<file path="src/rtl/muldiv_unit.sv">
// Iterative RV32M/RV64M multiply/divide unit: shift-add multiply and restoring divide,
// one bit per cycle, with a start/busy/done handshake and flush/reset abort.
module muldiv_unit #(
    parameter int XLEN  = 32,
    parameter int CNT_W = $clog2(XLEN) + 1
) (
    input  logic            clk,
    input  logic            rst,
    input  logic            start,
    input  logic [2:0]      funct3,
    input  logic [XLEN-1:0] op_a,
    input  logic [XLEN-1:0] op_b,
    input  logic            flush,
    output logic            busy,
    output logic            done,
    output logic [XLEN-1:0] result
);

    // Handshake: start is accepted only in IDLE when flush and done are both low.
    // busy is high for every CALC cycle; done pulses for exactly one cycle with
    // result already valid, and result holds until a later op completes.
    localparam logic [1:0] ST_IDLE = 2'd0;
    localparam logic [1:0] ST_CALC = 2'd1;
    localparam logic [1:0] ST_FIN  = 2'd2;

    localparam logic [XLEN-1:0] MIN_NEG = {1'b1, {(XLEN-1){1'b0}}};

    logic [1:0]        state_q;
    logic [2:0]        op_q;
    logic [CNT_W-1:0]  cnt_q;
    logic [2*XLEN-1:0] prod_q;
    logic [XLEN-1:0]   mcand_q;
    logic [XLEN-1:0]   quo_q;
    logic [XLEN:0]     rem_q;
    logic              neg_q;
    logic              rem_neg_q;
    logic [XLEN-1:0]   result_q;
    logic              done_q;

    logic              is_div_in;
    logic              a_signed_in;
    logic              b_signed_in;
    logic              sign_a_in;
    logic              sign_b_in;
    logic [XLEN-1:0]   mag_a;
    logic [XLEN-1:0]   mag_b;
    logic              div_zero;
    logic              div_ovf;
    logic              accept;

    logic [XLEN:0]     mul_sum;
    logic [XLEN:0]     div_shift;
    logic [XLEN:0]     div_diff;
    logic [2*XLEN-1:0] prod_sgn;
    logic [XLEN-1:0]   quo_sgn;
    logic [XLEN-1:0]   rem_sgn;
    logic [XLEN-1:0]   fin_value;
    logic              unused_rem_msb;

    // Operand decode for the op being offered in IDLE.
    always_comb begin
        is_div_in   = funct3[2];
        a_signed_in = (funct3 == 3'b001) || (funct3 == 3'b010) ||
                      (funct3 == 3'b100) || (funct3 == 3'b110);
        b_signed_in = (funct3 == 3'b001) || (funct3 == 3'b100) ||
                      (funct3 == 3'b110);
        sign_a_in   = a_signed_in & op_a[XLEN-1];
        sign_b_in   = b_signed_in & op_b[XLEN-1];
        // -MIN_NEG wraps to itself, which is still the correct unsigned magnitude.
        mag_a       = sign_a_in ? -op_a : op_a;
        mag_b       = sign_b_in ? -op_b : op_b;
        div_zero    = is_div_in && (op_b == '0);
        div_ovf     = is_div_in && !funct3[0] && (op_a == MIN_NEG) && (op_b == '1);
        accept      = (state_q == ST_IDLE) && start && !flush && !done_q;
    end

    // One iteration of each algorithm, plus the sign fix-up and output select for FIN.
    always_comb begin
        mul_sum   = {1'b0, prod_q[2*XLEN-1:XLEN]} +
                    (prod_q[0] ? {1'b0, mcand_q} : '0);
        div_shift = {rem_q[XLEN-1:0], quo_q[XLEN-1]};
        div_diff  = div_shift - {1'b0, mcand_q};
        prod_sgn  = neg_q ? -prod_q : prod_q;
        quo_sgn   = neg_q ? -quo_q : quo_q;
        rem_sgn   = rem_neg_q ? -rem_q[XLEN-1:0] : rem_q[XLEN-1:0];
        case (op_q)
            3'b000:                  fin_value = prod_sgn[XLEN-1:0];
            3'b001, 3'b010, 3'b011:  fin_value = prod_sgn[2*XLEN-1:XLEN];
            3'b100, 3'b101:          fin_value = quo_sgn;
            default:                 fin_value = rem_sgn;
        endcase
    end

    // After each restoring step the partial remainder is below the divisor,
    // so its top bit is only meaningful inside the subtract.
    assign unused_rem_msb = rem_q[XLEN];

    always_ff @(posedge clk) begin
        if (rst) begin
            state_q   <= ST_IDLE;
            op_q      <= '0;
            cnt_q     <= '0;
            prod_q    <= '0;
            mcand_q   <= '0;
            quo_q     <= '0;
            rem_q     <= '0;
            neg_q     <= 1'b0;
            rem_neg_q <= 1'b0;
            result_q  <= '0;
            done_q    <= 1'b0;
        end else begin
            done_q <= 1'b0;
            case (state_q)
                ST_IDLE: begin
                    if (accept) begin
                        op_q      <= funct3;
                        cnt_q     <= CNT_W'(XLEN);
                        mcand_q   <= is_div_in ? mag_b : mag_a;
                        prod_q    <= {{XLEN{1'b0}}, mag_b};
                        quo_q     <= mag_a;
                        rem_q     <= '0;
                        neg_q     <= sign_a_in ^ sign_b_in;
                        rem_neg_q <= sign_a_in;
                        if (div_zero) begin
                            quo_q     <= '1;
                            rem_q     <= {1'b0, op_a};
                            neg_q     <= 1'b0;
                            rem_neg_q <= 1'b0;
                            state_q   <= ST_FIN;
                        end else if (div_ovf) begin
                            quo_q     <= op_a;
                            rem_q     <= '0;
                            neg_q     <= 1'b0;
                            rem_neg_q <= 1'b0;
                            state_q   <= ST_FIN;
                        end else begin
                            state_q   <= ST_CALC;
                        end
                    end
                end
                ST_CALC: begin
                    if (flush) begin
                        state_q <= ST_IDLE;
                    end else begin
                        if (op_q[2]) begin
                            rem_q <= div_diff[XLEN] ? div_shift : div_diff;
                            quo_q <= {quo_q[XLEN-2:0], ~div_diff[XLEN]};
                        end else begin
                            prod_q <= {mul_sum, prod_q[XLEN-1:1]};
                        end
                        cnt_q <= cnt_q - CNT_W'(1);
                        if (cnt_q == CNT_W'(1)) begin
                            state_q <= ST_FIN;
                        end
                    end
                end
                ST_FIN: begin
                    if (!flush) begin
                        result_q <= fin_value;
                        done_q   <= 1'b1;
                    end
                    state_q <= ST_IDLE;
                end
                default: state_q <= ST_IDLE;
            endcase
        end
    end

    assign busy   = (state_q == ST_CALC);
    assign done   = done_q;
    assign result = result_q;

endmodule

</file>
<file path="config.mk">
export PLATFORM = sky130hd
export DESIGN_NAME = muldiv_unit
export DESIGN_NICKNAME = d
export VERILOG_FILES = /design/src/rtl/muldiv_unit.sv
export SDC_FILE = /design/constraint.sdc
export NUM_CORES = 1
export LEC_CHECK = 0
export CORE_MARGIN = 3
export CORE_UTILIZATION = 47
export DETAILED_ROUTE_END_ITERATION = 10
export PLACE_DENSITY = 0.66
export SETUP_SLACK_MARGIN = 0.5
export SLEW_MARGIN = 25
export SYNTH_ARGS = -nofsm -noshare
export SYNTH_HDL_FRONTEND = slang
export SYNTH_SLANG_ARGS = --single-unit
</file>
<file path="constraint.sdc">
create_clock -name clk -period 5.91 [get_ports clk]
set_input_delay 0.591 -clock clk [delete_from_list [all_inputs] [get_ports clk]]
set_output_delay 0.591 -clock clk [all_outputs]
set_load 0.02 [all_outputs]
</file>
==> reports/qor.json, run 1 <==
{
  "global_routing": {
    "grt_pass1_wl_mm": 102,
    "grt_antenna_before_repair": 0,
    "overflow": 0,
    "grtUsageMet3_pct": 5.03,
    "met1_usage_pct": 47.9,
    "grt_max_degree": 94,
    "groute.layer.met2.usage_pct": 51.2,
    "busiest_layer": "met2",
    "grt.total_usage_pct": 33.5,
    "vias_in_the_first_global_route": 17000
  },
  "timing": {
    "rsz0062_at_grt": "no",
    "period_share_pct": 67.2,
    "max_slew_margin_pct": 32.2,
    "clock.fmax_mhz": 252,
    "fin_setup_tns_ns": 0,
    "post-route-min-period_ns": 3.97,
    "setup_violations_final": 0,
    "timing.clock.skew_ns": 0.0134,
    "timing_worst_slew_pin_value_ns": 1.01,
    "report.final.hold_viol_count": 0,
    "finalMaxSlewViolations": 0
  },
  "power": {
    "vdd_ir_max_uv": 147,
    "p_clk_share_pct": 30.6,
    "p_comb_share_pct": 37.3,
    "p_int_uw": 3050,
    "power.net_switching_uw": 2000,
    "share_seq_of_total_power_pct": 32.1,
    "p_total_uw": 5040,
    "switching_share_pct": 39.6,
    "power.leakage_uw": 0.00724,
    "power_density_of_the_placed_cells_nw_per_um2": 263
  },
  "floorplanning": {
    "core-area_sq_um": 35700,
    "die_height_um": 197,
    "floorplan.rows": 69,
    "die_outline_area_sq_um": 38600,
    "chipWidth_um": 197,
    "starting_density_pct": 47.9,
    "pin_count": 105
  },
  "logic_synthesis": {
    "synth_top_area_share_pct": 24.2,
    "seq_area_frac_synth_pct": 24.2,
    "synthesis.area_per_instance_sq_um": 7.23,
    "synth_largest_area_cell": "dfxtp_1",
    "yosys.area_share.xor_xnor_pct": 12.0,
    "synthSimpleGateAreaFrac_pct": 21.5,
    "synth_enable_flop_cells": 0,
    "asyncSetResetFlopFracSynth_pct": 0,
    "synth_most_common_cell": "nor2_1",
    "post_synth_most_frequent_cells": "274 x nor2_1, 225 x a21oi_1, 208 x nand2_1",
    "synth_top_family_by_area": "compound AO/OA/AOI/OAI gates",
    "share_of_the_synthesized_area_in_compound_gates_ao_oa_aoi_oai_pct": 30.3,
    "post_synth_num_cell_types": 72,
    "post_synth_main_area_contributors": "dfxtp_1 24%, xnor2_1 6.7%, a21oi_1 6.6%, nor2_1 6.0%, xor2_1 5.3%",
    "synth_area_in_adders_pct": 5.51,
    "synth.cell_area_sq_um": 17100,
    "ys.warnings.count": 0,
    "mappedNetlistNets": 2504,
    "post_synth_mux_area_share_pct": 0.997,
    "postSynthRegisterBits": 206,
    "post_synth_inst_count": 2359,
    "synth_top_flop_cell": "dfxtp_1"
  },
  "routing": {
    "antenna_violating_nets_post_route": 0,
    "drc": 0,
    "wl_per_cell_um": 23.7,
    "firstDrtPassIters": 5,
    "detail_route.iter0.violations": 2285,
    "avgViaCountPerCell": 6.50,
    "postRouteWirelength_mm": 67.2,
    "dr_total_vias": 18400
  },
  "clock_network": {
    "clk_transition_reported_paths_ns": 0.06,
    "cts_buffers": 25,
    "worst_skew_pair.late_latency_ns": 0.54,
    "post_cts.repair.setup_buffers": 0,
    "cts_tree": "yes",
    "post_cts_resize_count": 0,
    "cts-hold-fix-buffers": 0,
    "cts_h_tree_lvls": 1,
    "cts-root-to-sink-buffers": 3,
    "root_buffer": "clkbuf_16",
    "cts.sink_count": 206
  },
  "critical_path": {
    "cp.arrival_ns": 4.37,
    "crit_required_ns": 6.31,
    "critical_path_peak_fanout": 32,
    "critical_path.n_buffers_inverters": 2,
    "critPathKind": "reg2reg",
    "regToRegEndpoint": "result[6]",
    "flop2flop_setup_slack_ns": 1.94,
    "path_delay_family": "simple AND/OR/NAND/NOR gates",
    "cp_cell_sequence": "inv_1 > buf_4 > ha_1 > nor4b_1 > nand4_1 > nand3b_1 > nand2b_1 > o41ai_1 > xnor2_1 > a211oi_1 > nor2_1",
    "endpoint_kind": "register",
    "critical_path.slowest_cell": "a211oi_1",
    "rr_worst_depth": 11,
    "reg2reg_from": "prod_q[0]",
    "start_kind": "register",
    "worst_stage_delay_on_the_critical_path_ns": 0.59
  },
  "final_layout": {
    "net_count_of_the_finished_layout": 2506,
    "antennaDiodeCount": 0,
    "areaGrowthSynthToFinish_pct": 12.4,
    "drive_gt1_share_pct": 4.50
  },
  "worst_hold_path": {
    "hold_start": "rst",
    "timing.hold.worst_endpoint": "mcand_q[21]",
    "min_path_type": "in2reg",
    "holdPathStages": 2
  },
  "placed_design": {
    "dpl_wire_length_mm": 50.6,
    "io_buffers": 104,
    "finalWeightedCongestion": 1.00
  },
  "flow_run": {
    "maximum_capacitance_violations": 0
  },
  "run_status": {
    "status": "complete, no violations"
  }
}
==> power by group through the flow <==
stage          logic, uW  registers, uW  clock network [uW]
6_report            1880           1620                1540
5_1_grt             2030           1630                1610
4_1_cts             1830           1610                1560
2_1_floorplan       1240           1610                   0
3_5_place_dp        1820           1640                   0
3_3_place_gp        1800           1640                   0
==> layer usage <==
layer  wire (um)  share of wire, %  vias to the layer above
met3        7160                11                      132
met1       28500                42                     8672
met4        2750               4.1                        0
li1            -                 -                     8620
met2       28800                43                     1021
met5           0                 0                        -
==> worst register-to-register path, delay by kind of cell, from the launching register on <==
kind	cells	cell delay (ns)
and+or+nand+nor	5	1.61
AOI/OAI and AO/OA	2	0.97
buffers and inverters	2	0.43
DFF	1	0.37
adders and majority gates	1	0.25
xor gates and xnor gates	1	0.19
==> through the flow <==
stage | worst slack [ns] | cells | utilization (%) | area [sq um] | hold WS (ns)
floorplan | 2.52 | 2359 | - | 17100 | 0.432
global placement | 1.77 | 2793 | 51.4 | 18300 | 0.439
global route | 1.67 | 2838 | 53.8 | 19200 | 0.379
CTS | 2.02 | 2836 | 53.7 | 19100 | 0.357
detailed placement | 1.76 | 2793 | 51.4 | 18300 | 0.443
finish | 1.94 | 2838 | 53.8 | 19200 | 0.380
==> cell usage in the layout (no fill, tap or decap), drive strengths merged, types with 30 or more instances in the layout <==
cell type	n
a21oi	225
a21o	30
inv	86
nand2	208
a221oi	31
clkbuf	32
o211ai	44
xnor2	130
nor3	80
nand3	34
xor2	103
buf	33
o31ai	58
dfxtp	206
nor2	274
o21ai	173
clkdlybuf4s50	102
ha	72
a211oi	55
==> cell families after synthesis <==
family                   count (synthesis)
AO/OA/AOI/OAI                          797
XOR/XNOR                               233
adder cells (fa/ha/maj)                 74
buffers and inverters                  247
flip-flops                             206
multiplexers                            17
AND/OR/NAND/NOR                        785
==> state kept, by name, indices dropped and copies added (netlist names) <==
name,count
result,32
mcand_q,32
quo_q,32
prod_q,64
rem_neg_q,1
neg_q,1
state_q,2
op_q,3
done,1
cnt_q,6
rem_q,32
==> area by class of cell <==
type	count	area, sq um
fillers	3503	16500
multi-input cells	1906	12100
flip-flops and latches	206	4130
repair buffers	135	1310
clock buffers	32	682
well taps	461	577
inverters	87	327
clock inverters	11	108
==> worst max-delay path by stage <==
stage                          from           to  slack (ns)  cells past startpoint
after floorplan             op_a[6]    quo_q[11]        2.52                     10
after global placement     op_a[18]  mcand_q[30]        1.77                     10
after detailed placement   op_a[24]     quo_q[1]        1.76                     10
after CTS                 prod_q[0]   prod_q[62]        2.02                     13
after global routing      prod_q[0]   prod_q[62]        1.67                     13
final                     prod_q[0]    result[6]        1.94                     11
No activity file was read; power rests on OpenSTA's default activity.
==> inputs of run 2 (changes only) <==
Clock period 5.91 ns to 4 ns, I/O delays scaled along.
==> reports/qor.json, run 2 (synthesis results as in run 1) <==
{
  "timing": {
    "report.final.hold_viol_count": {"value": 0, "change": "unchanged"},
    "timing_worst_slew_pin_value": {"value": 0.867, "unit": "ns", "change": "was 1.01 ns"},
    "timing.clock.skew": {"value": 0.0144, "unit": "ns", "change": "was 0.0134 ns"},
    "final_critical_path_setup_slack": {"value": 0.606, "unit": "ns", "change": "was 1.94 ns"},
    "period_share": {"value": 84.8, "unit": "%", "change": "was 67.2%"},
    "finalMaxSlewViolations": {"value": 0, "change": "unchanged"},
    "max_slew_margin": {"value": 42.0, "unit": "%", "change": "was 32.2%"},
    "post-route-min-period": {"value": 3.39, "unit": "ns", "change": "was 3.97 ns"},
    "clock.fmax": {"value": 295, "unit": "MHz", "change": "was 252 MHz"},
    "fin_setup_tns": {"value": 0, "unit": "ns", "change": "unchanged"},
    "rsz0062_at_grt": {"value": "no", "change": "unchanged"},
    "setup_violations_final": {"value": 0, "change": "unchanged"}
  },
  "final_layout": {
    "most-common-layout-cells": {"value": "271 x nor2_1, 222 x a21oi_1, 207 x nand2_1", "change": "was 272 x nor2_1, 224 x a21oi_1, 207 x nand2_1"},
    "final_common_cell": {"value": "nor2_1", "change": "unchanged"},
    "register_area": {"value": 4130, "unit": "sq um", "change": "about the same"},
    "drive_gt1_share": {"value": 6.97, "unit": "%", "change": "was 4.50%"},
    "largest_register": {"value": "prod_q", "change": "unchanged"},
    "fill_cells": {"value": 3485, "change": "was 3503"},
    "largest_register_ff_count": {"value": 64, "change": "unchanged"},
    "multi_input_gate_area_in_the_final_layout": {"value": 12100, "unit": "sq um", "change": "about the same"},
    "areaGrowthSynthToFinish": {"value": 15.0, "unit": "%", "change": "was 12.4%"},
    "net_count_of_the_finished_layout": {"value": 2553, "change": "was 2506"}
  },
  "clock_network": {
    "cts-root-to-sink-buffers": {"value": 3, "change": "unchanged"},
    "cts-hold-fix-buffers": {"value": 0, "change": "unchanged"},
    "cts_tree": {"value": "yes", "change": "unchanged"},
    "worst_skew_pair.late_latency": {"value": 0.56, "unit": "ns", "change": "was 0.54 ns"},
    "root_buffer": {"value": "clkbuf_16", "change": "unchanged"},
    "clk_transition_reported_paths": {"value": 0.06, "unit": "ns", "change": "about the same"},
    "cts_buffers": {"value": 26, "change": "was 25"},
    "cts_h_tree_lvls": {"value": 1, "change": "unchanged"},
    "cts.sink_count": {"value": 206, "change": "unchanged"}
  },
  "power": {
    "power_density_of_the_placed_cells": {"value": 385, "unit": "nW/um^2", "change": "was 263 nW/um^2"},
    "vdd_ir_max": {"value": 264, "unit": "uV", "change": "was 147 uV"},
    "power.leakage": {"value": 0.00748, "unit": "uW", "change": "was 0.00724 uW"}
  },
  "global_routing": {
    "overflow": {"value": 0, "change": "unchanged"},
    "grt_max_degree": {"value": 139, "change": "was 94"},
    "vias_in_the_first_global_route": {"value": 17200, "change": "was 17000"},
    "grt_antenna_before_repair": {"value": 0, "change": "unchanged"},
    "grt_pass1_wl": {"value": 103, "unit": "mm", "change": "was 102 mm"},
    "grt.total_usage": {"value": 33.9, "unit": "%", "change": "was 33.5%"}
  },
  "floorplanning": {
    "die_height": {"value": 197, "unit": "um", "change": "unchanged"},
    "pin_count": {"value": 105, "change": "unchanged"},
    "core-area": {"value": 35700, "unit": "sq um", "change": "unchanged"},
    "starting_density": {"value": 47.9, "unit": "%", "change": "unchanged"},
    "chipWidth": {"value": 197, "unit": "um", "change": "unchanged"},
    "die_outline_area": {"value": 38600, "unit": "sq um", "change": "unchanged"},
    "floorplan.rows": {"value": 69, "change": "unchanged"}
  },
  "routing": {
    "antenna_violating_nets_post_route": {"value": 0, "change": "unchanged"},
    "drc": {"value": 0, "change": "unchanged"},
    "dr_total_vias": {"value": 18800, "change": "was 18400"},
    "wl_per_cell": {"value": 23.7, "unit": "um", "change": "about the same"},
    "detail_route.iter0.violations": {"value": 2346, "change": "was 2285"},
    "avgViaCountPerCell": {"value": 6.51, "change": "was 6.50"},
    "firstDrtPassIters": {"value": 6, "change": "was 5"},
    "postRouteWirelength": {"value": 68.3, "unit": "mm", "change": "was 67.2 mm"}
  },
  "critical_path": {
    "rr_worst_depth": {"value": 8, "change": "was 11"},
    "start_kind": {"value": "register", "change": "unchanged"},
    "reg2reg_from": {"value": "prod_q[35]", "change": "was prod_q[0]"},
    "endpoint_kind": {"value": "register", "change": "unchanged"},
    "cp.arrival": {"value": 3.83, "unit": "ns", "change": "was 4.37 ns"},
    "critical_path_peak_fanout": {"value": 7, "change": "was 32"},
    "crit_required": {"value": 4.44, "unit": "ns", "change": "was 6.31 ns"},
    "flop2flop_setup_slack": {"value": 0.61, "unit": "ns", "change": "was 1.94 ns"},
    "regToRegEndpoint": {"value": "result[26]", "change": "was result[6]"},
    "critPathKind": {"value": "reg2reg", "change": "unchanged"}
  },
  "worst_hold_path": {
    "min_path_type": {"value": "in2reg", "change": "unchanged"},
    "hold_start": {"value": "funct3[2]", "change": "was rst"},
    "holdPathStages": {"value": 3, "change": "was 2"},
    "timing.hold.worst_endpoint": {"value": "op_q[2]", "change": "was mcand_q[21]"}
  },
  "placed_design": {
    "finalWeightedCongestion": {"value": 1.00, "change": "about the same"},
    "placement.setup.worst_slack": {"value": 0.316, "unit": "ns", "change": "was 1.76 ns"},
    "dpl_wire_length": {"value": 52.1, "unit": "mm", "change": "was 50.6 mm"},
    "io_buffers": {"value": 104, "change": "unchanged"}
  },
  "run_status": {
    "status": {"value": "complete, no violations", "change": "unchanged"}
  },
  "flow_run": {
    "maximum_capacitance_violations": {"value": 0, "change": "unchanged"}
  }
}
-- run 2: timing repair --
action                     4_1_cts  5_1_grt
gates resized for setup          5       25
buffers inserted                 0        2
hold endpoints to repair         0        0
setup endpoints to repair        8       46
pin swaps                        0        9
-- run 2: cell type report --
| type | count | area share, % |
|---|---|---|
| Multi-Input combinational cell | 1906 | 61.8 |
| Clock buffer | 40 | 3.89 |
| Antenna cell | 1 | 0.0127 |
| Inverter | 87 | 1.66 |
| Sequential cell | 206 | 21.0 |
| Clock inverter | 5 | 0.153 |
| Tap cell | 461 | 2.94 |
| Timing Repair Buffer | 181 | 8.50 |
-- run 2: metrics by stage --
| stage | cell area [sq um] | util (%) | instances | hold slack [ns] | power, uW |
|---|---|---|---|---|---|
| 3_5_place_dp | 18700 | 52.5 | 2839 | 0.444 | 5210 |
| 3_3_place_gp | 18700 | 52.5 | 2839 | 0.438 | 5190 |
| 4_1_cts | 19500 | 54.8 | 2884 | 0.184 | 7470 |
| 2_1_floorplan | 17100 | - | 2359 | 0.432 | 4200 |
| 5_1_grt | 19600 | 55.0 | 2886 | 0.225 | 7900 |
| 6_report | 19600 | 55.1 | 2887 | 0.195 | 7560 |
-- run 2: report_power, final --
part	internal, uW	switching, uW	total (uW)
logic	1070	1840	2910
registers	2200	191	2390
clock network	1300	968	2270
-- run 2: worst max-delay path by stage --
stage,from,end,slack [ns],depth (start not counted)
after floorplan,prod_q[35],result[26],0.65,10
after global placement,op_a[14],mcand_q[30],0.35,10
after detailed placement,op_a[14],mcand_q[30],0.32,10
after CTS,prod_q[0],prod_q[63],0.49,14
after global routing,prod_q[0],prod_q[57],0.48,15
final,prod_q[35],result[26],0.61,8
-- run 2: worst max-delay path, stage by stage (launching register included) --
cell and delay [ns]:
dfxtp_2 0.35, or4_4 0.56, or4_4 0.53, or4_4 0.47, or4b_4 0.64, o41ai_4 0.32
xnor2_1 0.10, a211oi_1 0.22, nor2_1 0.07
-- run 2: metal layers --
layer	GRT usage [%]	up-vias	share of wire (%)
met5	0	-	0
met1	47.4	8945	42
met2	52.0	1010	43
met4	13.5	0	4.4
li1	-	8710	-
met3	5.97	138	10
==> inputs of run 3 (changes only) <==
Clock period 4 ns to 3.22 ns, I/O delays scaled along.
==> reports/qor.json, run 3 (synthesis results as in run 1) <==
{
  "final_layout": {
    "largest_register": {"value": "prod_q", "change": "unchanged"},
    "most-common-layout-cells": {"value": "274 x buf_4, 250 x nor2_1, 202 x nand2_1", "change": "was 271 x nor2_1, 222 x a21oi_1, 207 x nand2_1"},
    "largest_register_ff_count": {"value": 64, "change": "unchanged"},
    "final_common_cell": {"value": "buf_4", "change": "was nor2_1"},
    "areaGrowthSynthToFinish": {"value": 37.9, "unit": "%", "change": "was 15.0%"},
    "antennaDiodeCount": {"value": 0, "change": "was 1"},
    "net_count_of_the_finished_layout": {"value": 2808, "change": "was 2553"},
    "finish.cell_count_without_fillers": {"value": 3144, "change": "was 2887"},
    "drive_gt1_share": {"value": 24.0, "unit": "%", "change": "was 6.97%"}
  },
  "global_routing": {
    "groute.layer.met2.usage": {"value": 55.2, "unit": "%", "change": "was 52.0%"},
    "busiest_layer": {"value": "met2", "change": "unchanged"},
    "met1_usage": {"value": 49.8, "unit": "%", "change": "was 47.4%"},
    "grt_max_degree": {"value": 163, "change": "was 139"},
    "overflow": {"value": 0, "change": "unchanged"},
    "grt.total_usage": {"value": 35.4, "unit": "%", "change": "was 33.9%"},
    "vias_in_the_first_global_route": {"value": 18500, "change": "was 17200"},
    "grt_pass1_wl": {"value": 109, "unit": "mm", "change": "was 103 mm"},
    "grt_antenna_before_repair": {"value": 0, "change": "unchanged"},
    "grtUsageMet3": {"value": 4.46, "unit": "%", "change": "was 5.97%"}
  },
  "clock_network": {
    "cts-root-to-sink-buffers": {"value": 3, "change": "unchanged"},
    "cts-hold-fix-buffers": {"value": 0, "change": "unchanged"},
    "cts.sink_count": {"value": 206, "change": "unchanged"},
    "worst_skew_pair.late_latency": {"value": 0.55, "unit": "ns", "change": "was 0.56 ns"},
    "root_buffer": {"value": "clkbuf_16", "change": "unchanged"},
    "cts_buffers": {"value": 26, "change": "unchanged"},
    "cts_h_tree_lvls": {"value": 1, "change": "unchanged"},
    "cts_tree": {"value": "yes", "change": "unchanged"},
    "clk_transition_reported_paths": {"value": 0.07, "unit": "ns", "change": "was 0.06 ns"}
  },
  "timing": {
    "setup_violations_final": {"value": 0, "change": "unchanged"},
    "finalMaxSlewViolations": {"value": 0, "change": "unchanged"},
    "timing_worst_slew_pin_value": {"value": 0.903, "unit": "ns", "change": "was 0.867 ns"},
    "hold_ws": {"value": 0.195, "unit": "ns", "change": "about the same"},
    "max_slew_margin": {"value": 39.7, "unit": "%", "change": "was 42.0%"},
    "timing.clock.skew": {"value": 0.0148, "unit": "ns", "change": "was 0.0144 ns"},
    "clock.fmax": {"value": 312, "unit": "MHz", "change": "was 295 MHz"},
    "post-route-min-period": {"value": 3.20, "unit": "ns", "change": "was 3.39 ns"},
    "report.final.hold_viol_count": {"value": 0, "change": "unchanged"},
    "rsz0062_at_grt": {"value": "yes", "change": "was no"},
    "final_critical_path_setup_slack": {"value": 0.0200, "unit": "ns", "change": "was 0.606 ns"},
    "period_share": {"value": 99.4, "unit": "%", "change": "was 84.8%"}
  },
  "power": {
    "power_density_of_the_placed_cells": {"value": 470, "unit": "nW/um^2", "change": "was 385 nW/um^2"},
    "power.leakage": {"value": 0.00926, "unit": "uW", "change": "was 0.00748 uW"},
    "vdd_ir_max": {"value": 371, "unit": "uV", "change": "was 264 uV"}
  },
  "routing": {
    "detail_route.iter0.violations": {"value": 2147, "change": "was 2346"},
    "dr_total_vias": {"value": 20100, "change": "was 18800"},
    "drc": {"value": 0, "change": "unchanged"},
    "avgViaCountPerCell": {"value": 6.39, "change": "was 6.51"},
    "firstDrtPassIters": {"value": 6, "change": "unchanged"},
    "postRouteWirelength": {"value": 73.4, "unit": "mm", "change": "was 68.3 mm"},
    "antenna_violating_nets_post_route": {"value": 0, "change": "unchanged"},
    "wl_per_cell": {"value": 23.4, "unit": "um", "change": "was 23.7 um"}
  },
  "critical_path": {
    "cp.arrival": {"value": 3.65, "unit": "ns", "change": "was 3.83 ns"},
    "setup.worst_path.end": {"value": "rem_q[5]", "change": "was result[26]"},
    "flop2flop_setup_slack": {"value": 0.02, "unit": "ns", "change": "was 0.61 ns"},
    "start_kind": {"value": "register", "change": "unchanged"},
    "rr_worst_depth": {"value": 16, "change": "was 8"},
    "regToRegEndpoint": {"value": "rem_q[5]", "change": "was result[26]"},
    "worstSetupStartpoint": {"value": "quo_q[31]", "change": "was prod_q[35]"},
    "critical_path_peak_fanout": {"value": 9, "change": "was 7"},
    "crit_required": {"value": 3.67, "unit": "ns", "change": "was 4.44 ns"},
    "critPathKind": {"value": "reg2reg", "change": "unchanged"},
    "endpoint_kind": {"value": "register", "change": "unchanged"},
    "reg2reg_from": {"value": "quo_q[31]", "change": "was prod_q[35]"}
  },
  "placed_design": {
    "finalWeightedCongestion": {"value": 0.974, "change": "was 1.00"},
    "placement.setup.worst_slack": {"value": -0.0856, "unit": "ns", "change": "was 0.316 ns"},
    "placed_cells_incl_taps": {"value": 3029, "change": "was 2839"},
    "io_buffers": {"value": 104, "change": "unchanged"},
    "dpl_wire_length": {"value": 53.8, "unit": "mm", "change": "was 52.1 mm"}
  },
  "worst_hold_path": {
    "min_path_type": {"value": "in2reg", "change": "unchanged"}
  },
  "floorplanning": {
    "die_height": {"value": 197, "unit": "um", "change": "unchanged"},
    "floorplan.rows": {"value": 69, "change": "unchanged"},
    "starting_density": {"value": 47.9, "unit": "%", "change": "unchanged"},
    "chipWidth": {"value": 197, "unit": "um", "change": "unchanged"},
    "pin_count": {"value": 105, "change": "unchanged"},
    "core-area": {"value": 35700, "unit": "sq um", "change": "unchanged"},
    "die_outline_area": {"value": 38600, "unit": "sq um", "change": "unchanged"}
  },
  "run_status": {
    "status": {"value": "complete, no violations", "change": "unchanged"}
  },
  "flow_run": {
    "maximum_capacitance_violations": {"value": 0, "change": "unchanged"}
  }
}
-- run 3: changes by cell type in the layout (fill, tap and decap cells not counted), moves of 13 or more --
cell      previous run  this run
a21oi_1            222       198
a221oi_1            29        16
a21oi_2              2        24
o21ai_0            168       128
nor2_1             271       250
ha_1                71        55
buf_4               72       274
o21ai_1              4        29
buf_6                2        35
buf_12               4        17
ha_4                 0        15
-- run 3: repair_timing --
| action | 4_1_cts | 5_1_grt |
|---|---|---|
| cloned | 1 | 4 |
| resized for setup | 192 | 160 |
| setup endpoints to repair | 86 | 122 |
| setup buffers | 37 | 25 |
| pin swaps | 99 | 103 |
-- run 3: area by class of cell --
class | instances | area [sq um]
tap | 461 | 577
fill | 3053 | 12100
timing repair buffer | 435 | 3960
clock buffer | 37 | 795
inverter | 87 | 347
clock inverter | 11 | 135
multi-input combinational | 1907 | 13600
sequential | 206 | 4150
-- run 3: how the worst min path moves through the flow --
stage	startpoint	to	slack (ns)	cells after the start
after floorplan	mcand_q[13]	mcand_q[13]	0.43	2
after global placement	mcand_q[9]	mcand_q[9]	0.44	2
after detailed placement	mcand_q[10]	mcand_q[10]	0.44	2
after CTS	funct3[2]	op_q[2]	0.16	3
after global routing	funct3[2]	op_q[2]	0.23	3
final	funct3[2]	op_q[2]	0.20	3
-- run 3: critical path: stages, from the launching register on --
cell and delay [ns]:
dfxtp_2 0.34, inv_4 0.07, ha_4 0.14, fa_2 0.20
nand2b_4 0.13, a21oi_2 0.05, buf_4 0.14, o211ai_1 0.27
nand2_1 0.17, a21o_1 0.24, buf_6 0.13, o41a_1 0.40
buf_6 0.16, buf_12 0.15, a21boi_1 0.14, o21ai_1 0.09
a221oi_1 0.24
-- run 3: through the flow --
step	cell area, sq um	total power (uW)	utilization, %	TNS (ns)
4_1_cts	22500	10600	63.0	0
3_3_place_gp	20500	6940	57.5	-0.265
5_1_grt	23500	11500	66.0	-1.73
6_report	23500	11100	66.0	0
2_1_floorplan	17400	5280	-	-0.00815
3_5_place_dp	20500	6990	57.5	-0.683
-- run 3: power by group --
group	switching (uW)	internal [uW]	total, uW
registers	210	2730	2940
clock network	1240	1950	3190
logic	2750	2180	4920
total	4200	6850	11100
-- run 3: routing by layer --
layer	up-vias	wire length, um
met2	1196	32100
met3	200	7340
met4	0	3820
met5	-	0
li1	9227	-
met1	9459	30200
==> RTL edit 1 (settings of run 1) <==
Make the reset (`rst`) asynchronous in one clocked block.
--- a/src/rtl/muldiv_unit.sv
+++ b/src/rtl/muldiv_unit.sv
@@ -95,7 +95,7 @@
     // so its top bit is only meaningful inside the subtract.
     assign unused_rem_msb = rem_q[XLEN];
 
-    always_ff @(posedge clk) begin
+    always_ff @(posedge clk or posedge rst) begin
         if (rst) begin
             state_q   <= ST_IDLE;
             op_q      <= '0;
Formal check against the unedited RTL: differs if rst is asserted again (counterexample within 4 cycles, from zero or initial values and one cycle with rst high); with rst held inactive, the same outputs for 4 cycles.
==> RTL edit 1 against run 1 <==
- area after synthesis is 2.7% higher
- fmax is 1.1% lower
- register-to-register slack better by 90 ps
- sequential cell count stayed put
- design area is 3.3% higher
- worst setup slack worse by 44 ps
- routed wire length is 1.8% higher
- clock skew is 0.51 ps higher
Power is not compared: it rests on default switching activity, and its combinational part moved more than twofold at a synthesized area within 25%.
==> RTL edit 1: results <==
outcome:
  outcome: "completed"
routing:
  drt-total-wl_mm: 68.4
  drtIter0Drc: 2312
  vias_per_cell: 6.40
  ant_nets: 0
  firstDrtPassIters: 6
clocking:
  clkLatencyLatePin_ps: 550
  cts_root_buf: "clkbuf_16"
  ctsResizeCount: 0
  cts-buffers-inserted: 25
  post_cts_buffers: 0
  path_clk_slew_ps: 70
  cts_buffer_depth: 3
  cts_htree_levels: 1
power_and_ir_drop:
  p_leak_uw: 0.00792
  power.switching_uw: 4970
  vdd_ir_drop_max_mv: 0.348
global_routing:
  grt_max_degree: 136
  first_global_vias: 16475
  antenna_found_initial: 0
  grt.total_usage_pct: 33.7
  grt_pass1_wl_mm: 102
sta:
  fin_skew_ps: 13.9
  worst_pin_slew_ps: 1040
finish:
  top_register: "prod_q"
  drive_gt1_share_pct: 5.35
  largest_register_ffs: 64
  diodes: 0
placed_design:
  port_buffers: 104
  dp_hpwl_mm: 52.7
  gp_congestion: 0.992
worst_setup_path:
  rrSetupSlack_ps: 2030
  critical_path_arrival_ps: 4490
  crit_fanout: 18
logic_synthesis:
  synthArstFlopShare_pct: 100
  synth.distinct_cells: 80
  synth_flop_cell: "dfrtp_1"
  ys_warn_count: 0
  syn_nets: 2414
  yosys-top-cells-count: "nand2_1 (276), nor2_1 (224), o21ai_0 (220)"
  synthTopCellsByArea: "dfrtp_1 (29%), o21ai_0 (6.3%), xnor2_1 (6.2%), nand2_1 (5.9%), a21oi_1 (5.5%)"
  yosysSeqAreaShare_pct: 29.4
floorplan:
  die_x_um: 199
min_path:
  hold_path_class: "reg -> reg"
## RTL edit 1: routing by layer
metal / track usage, % / share of wire, % / vias up / wire [um]
li1: - / - / 8282 / -
met1: 47.7 / 43 / 8482 / 29400
met2: 52.3 / 44 / 914 / 30000
met3: 5.50 / 9.1 / 149 / 6210
met4: 12.4 / 4.2 / 0 / 2850
met5: 0 / 0 / - / 0
## RTL edit 1: per-stage QoR
step	area, sq um	hold slack (ps)	std cells	utilization [%]	worst slack (ps)
finish	19800	474	2785	54.0	1890
global route	19800	507	2785	54.0	1720
CTS	19800	483	2784	53.9	1940
detailed placement	18900	470	2739	51.5	1380
global placement	18900	461	2739	51.5	1530
floorplan	17500	450	2269	-	2460
## RTL edit 1: cell type report
cell class / count / area [sq um]
tap: 468 / 586
clock buffer: 33 / 696
fill: 3500 / 16900
clock inverter: 12 / 174
timing repair buffer: 130 / 1260
inverter: 80 / 304
multi-input combinational: 1856 / 11600
sequential: 206 / 5160
## RTL edit 1: power groups by stage
stage / clock network (uW) / registers, uW / logic [uW]
floorplan: 0 / 2430 / 4010
global placement: 0 / 2730 / 5360
detailed placement: 0 / 2740 / 5430
CTS: 1680 / 2730 / 5450
global route: 1730 / 2830 / 6070
finish: 1660 / 2760 / 5570
## RTL edit 1: final timing paths
| kind | depth (start not counted) | start | endpoint |
|---|---|---|---|
| max | 9 | op_b[12] | rem_q[27]$_DFFE_PP0P_ |
| max reg2reg | 13 | prod_q[0]$_DFFE_PP0P_ | prod_q[57]$_DFFE_PP0P_ |
| min | 2 | result[4]$_DFFE_PP0P_ | result[4]$_DFFE_PP0P_ |
| min in group asynchronous | 3 | rst | prod_q[58]$_DFFE_PP0P_ |
| max in group asynchronous | 3 | rst | neg_q$_DFFE_PP0P_ |
| min reg2reg | 2 | result[4]$_DFFE_PP0P_ | result[4]$_DFFE_PP0P_ |
## RTL edit 1: cell families after synthesis
kind of cell,share of synthesized area [%]
compound gates,26.3
xor+xnor,11.2
fa+ha+maj,5.37
buf+inv,4.48
flops,29.4
mux,1.51
simple gates,21.7
## RTL edit 1: critical path, stage by stage
cell and delay [ps]:
clkdlybuf4s50_1 500, or4_1 670, or4_1 570, nor4_2 680, and2_1 830, a21oi_1 180
o21ai_0 200, o41ai_1 100, a31oi_1 160
==> RTL edit 2 (settings of run 1) <==
Without the edit above. Change the parameter `XLEN` from 32 to 16.
--- a/src/rtl/muldiv_unit.sv
+++ b/src/rtl/muldiv_unit.sv
@@ -1,7 +1,7 @@
 // Iterative RV32M/RV64M multiply/divide unit: shift-add multiply and restoring divide,
 // one bit per cycle, with a start/busy/done handshake and flush/reset abort.
 module muldiv_unit #(
-    parameter int XLEN  = 32,
+    parameter int XLEN  = 16,
     parameter int CNT_W = $clog2(XLEN) + 1
 ) (
     input  logic            clk,
Interface: changed (resized op_a, op_b and result); port bits go from 105 to 57. No check against the original RTL was run, so the function may have changed too.
==> RTL edit 2 against run 1 <==
- routed wire length down 56%
- worst setup slack better by 460 ps
- area after synthesis down 49%
- clock power down 59%
- sequential share of layout area up 1.0 points
- design area down 49%
- synthesized cell count down 50%
- fmax up 13%
- power down 58%
- sequential cell count down 97
- first-iteration DRC count down 63%
- largest cell class unchanged
- highest routed layer unchanged
==> RTL edit 2: results <==
power_and_ir_drop:
  p_leak_uw: 0.00347
  vdd_ir_drop_max_mv: 0.145
global_routing:
  grt_overflow: 0
  grt.total_usage_pct: 28.7
  grt_max_degree: 64
  first_global_vias: 8208
  grt_pass1_wl_mm: 45.9
min_path:
  hold_start: "mcand_q[2]$_SDFFE_PP0P_"
  hold_path_class: "reg -> reg"
  timing.hold.worst_endpoint: "mcand_q[2]$_SDFFE_PP0P_"
  worstHoldPathCells: 2
logic_synthesis:
  ys_warn_count: 0
  yosysSeqAreaShare_pct: 25.1
  syn_avg_cell_area_sq_um: 7.37
  yosys-top-cells-count: "nand2_1 (141), nor2_1 (138), dfxtp_1 (109)"
  synth.distinct_cells: 75
  synthArstFlopShare_pct: 0
  synth_flop_cell: "dfxtp_1"
  synthTopCellsByArea: "dfxtp_1 (25%), nand2_1 (6.1%), nor2_1 (5.9%), xnor2_1 (5.8%), ha_1 (5.7%)"
worst_setup_path:
  r2r_start: "prod_q[0]$_SDFFE_PP0P_"
  rrSetupSlack_ps: 2550
  rr_endpoint: "result[14]$_SDFFE_PP0P_"
  crit_fanout: 29
  ff2ff_path_depth: 9
routing:
  ant_nets: 0
  vias_per_cell: 6.32
  wl_per_cell_um: 20.7
  drtIter0Drc: 837
placed_design:
  dp_hpwl_mm: 22.4
  dp_slack_ps: 2250
  gp_congestion: 0.974
  port_buffers: 56
finish:
  finish.net_count: 1272
  fillCellCount: 1799
  largest_register_ffs: 32
  top_register: "prod_q"
  drive_gt1_share_pct: 5.35
  stdcell_count: 1425
clocking:
  cts_root_buf: "clkbuf_16"
  cts_htree_levels: 3
  cts_buffer_depth: 2
  ctsResizeCount: 0
  path_clk_slew_ps: 80
  cts-buffers-inserted: 9
  post_cts_buffers: 0
  clkLatencyLatePin_ps: 370
sta:
  fin_skew_ps: 10.9
  period_share_pct: 59.5
  relSlewSlack_pct: 33.5
outcome:
  outcome: "completed"
==> RTL edit 2: cell types whose count changed after synthesis, sizes merged, moves of 40 or more <==
| cell | delta |
|---|---|
| nor3 | -51 |
| nor2 | -136 |
| a21oi | -127 |
| inv | -41 |
| xnor2 | -72 |
| xor2 | -58 |
| o31ai | -40 |
| o21ai | -100 |
| dfxtp | -97 |
| clkbuf | -88 |
| nand2 | -67 |
==> RTL edit 2: layer usage <==
metal | global-route usage (%) | share of wire [%] | vias to the layer above
met2 | 43.7 | 43 | 380
met1 | 40.7 | 45 | 4239
li1 | - | - | 4333
met3 | 4.40 | 7.7 | 61
met5 | 0 | 0 | -
met4 | 11.7 | 3.7 | 0
==> RTL edit 2: through the flow <==
step	cell area [sq um]	hold slack, ps
finish	9690	458
global route	9690	474
CTS	9690	458
detailed placement	9390	447
global placement	9390	441
floorplan	8710	432
==> RTL edit 2: how the worst max path moves through the flow <==
| stage | from | to | cells after the start |
|---|---|---|---|
| final | state_q[1]$_SDFFE_PP0P_ | busy | 4 |
| after global routing | funct3[2] | quo_q[1]$_SDFFE_PP0P_ | 8 |
| after CTS | state_q[1]$_SDFFE_PP0P_ | busy | 4 |
| after detailed placement | funct3[2] | quo_q[1]$_SDFFE_PP0P_ | 8 |
| after global placement | funct3[2] | quo_q[1]$_SDFFE_PP0P_ | 8 |
| after floorplan | quo_q[15]$_SDFFE_PP0P_ | rem_q[12]$_SDFFE_PP0P_ | 10 |
==> RTL edit 2: cell families (layout without fill, tap and decap cells) <==
logic type	count (synthesis)	after routing	synth area share, %
AO/OA/AOI/OAI	367	367	28.8
XOR/XNOR	103	103	10.4
adder cells (fa/ha/maj)	42	42	6.21
buffers and inverters	114	129	4.97
flip-flops	109	109	25.1
multiplexers	7	7	0.834
AND/OR/NAND/NOR	439	439	23.7
==> RTL edit 2: final cells by class <==
class / instances / area share [%]
repair buffers: 67 / 6.61
clock inverters: 7 / 0.800
well taps: 229 / 2.96
inverters: 46 / 1.78
flip-flops and latches: 109 / 22.5
clock buffers: 9 / 2.32
multi-input cells: 958 / 63.0
==> RTL edit 2: report_power, final <==
part           switching (uW)  internal, uW  total [uW]
registers                57.6           767         825
clock network             332           301         633
logic                     422           249         671
==> RTL edit 2: worst max-delay path, cell delays in order (launching register included) <==
cell             delay [ps]
dfxtp_1                 470
nand2b_1                140
buf_4                   360
clkinv_1                800
clkdlybuf4s50_1         770
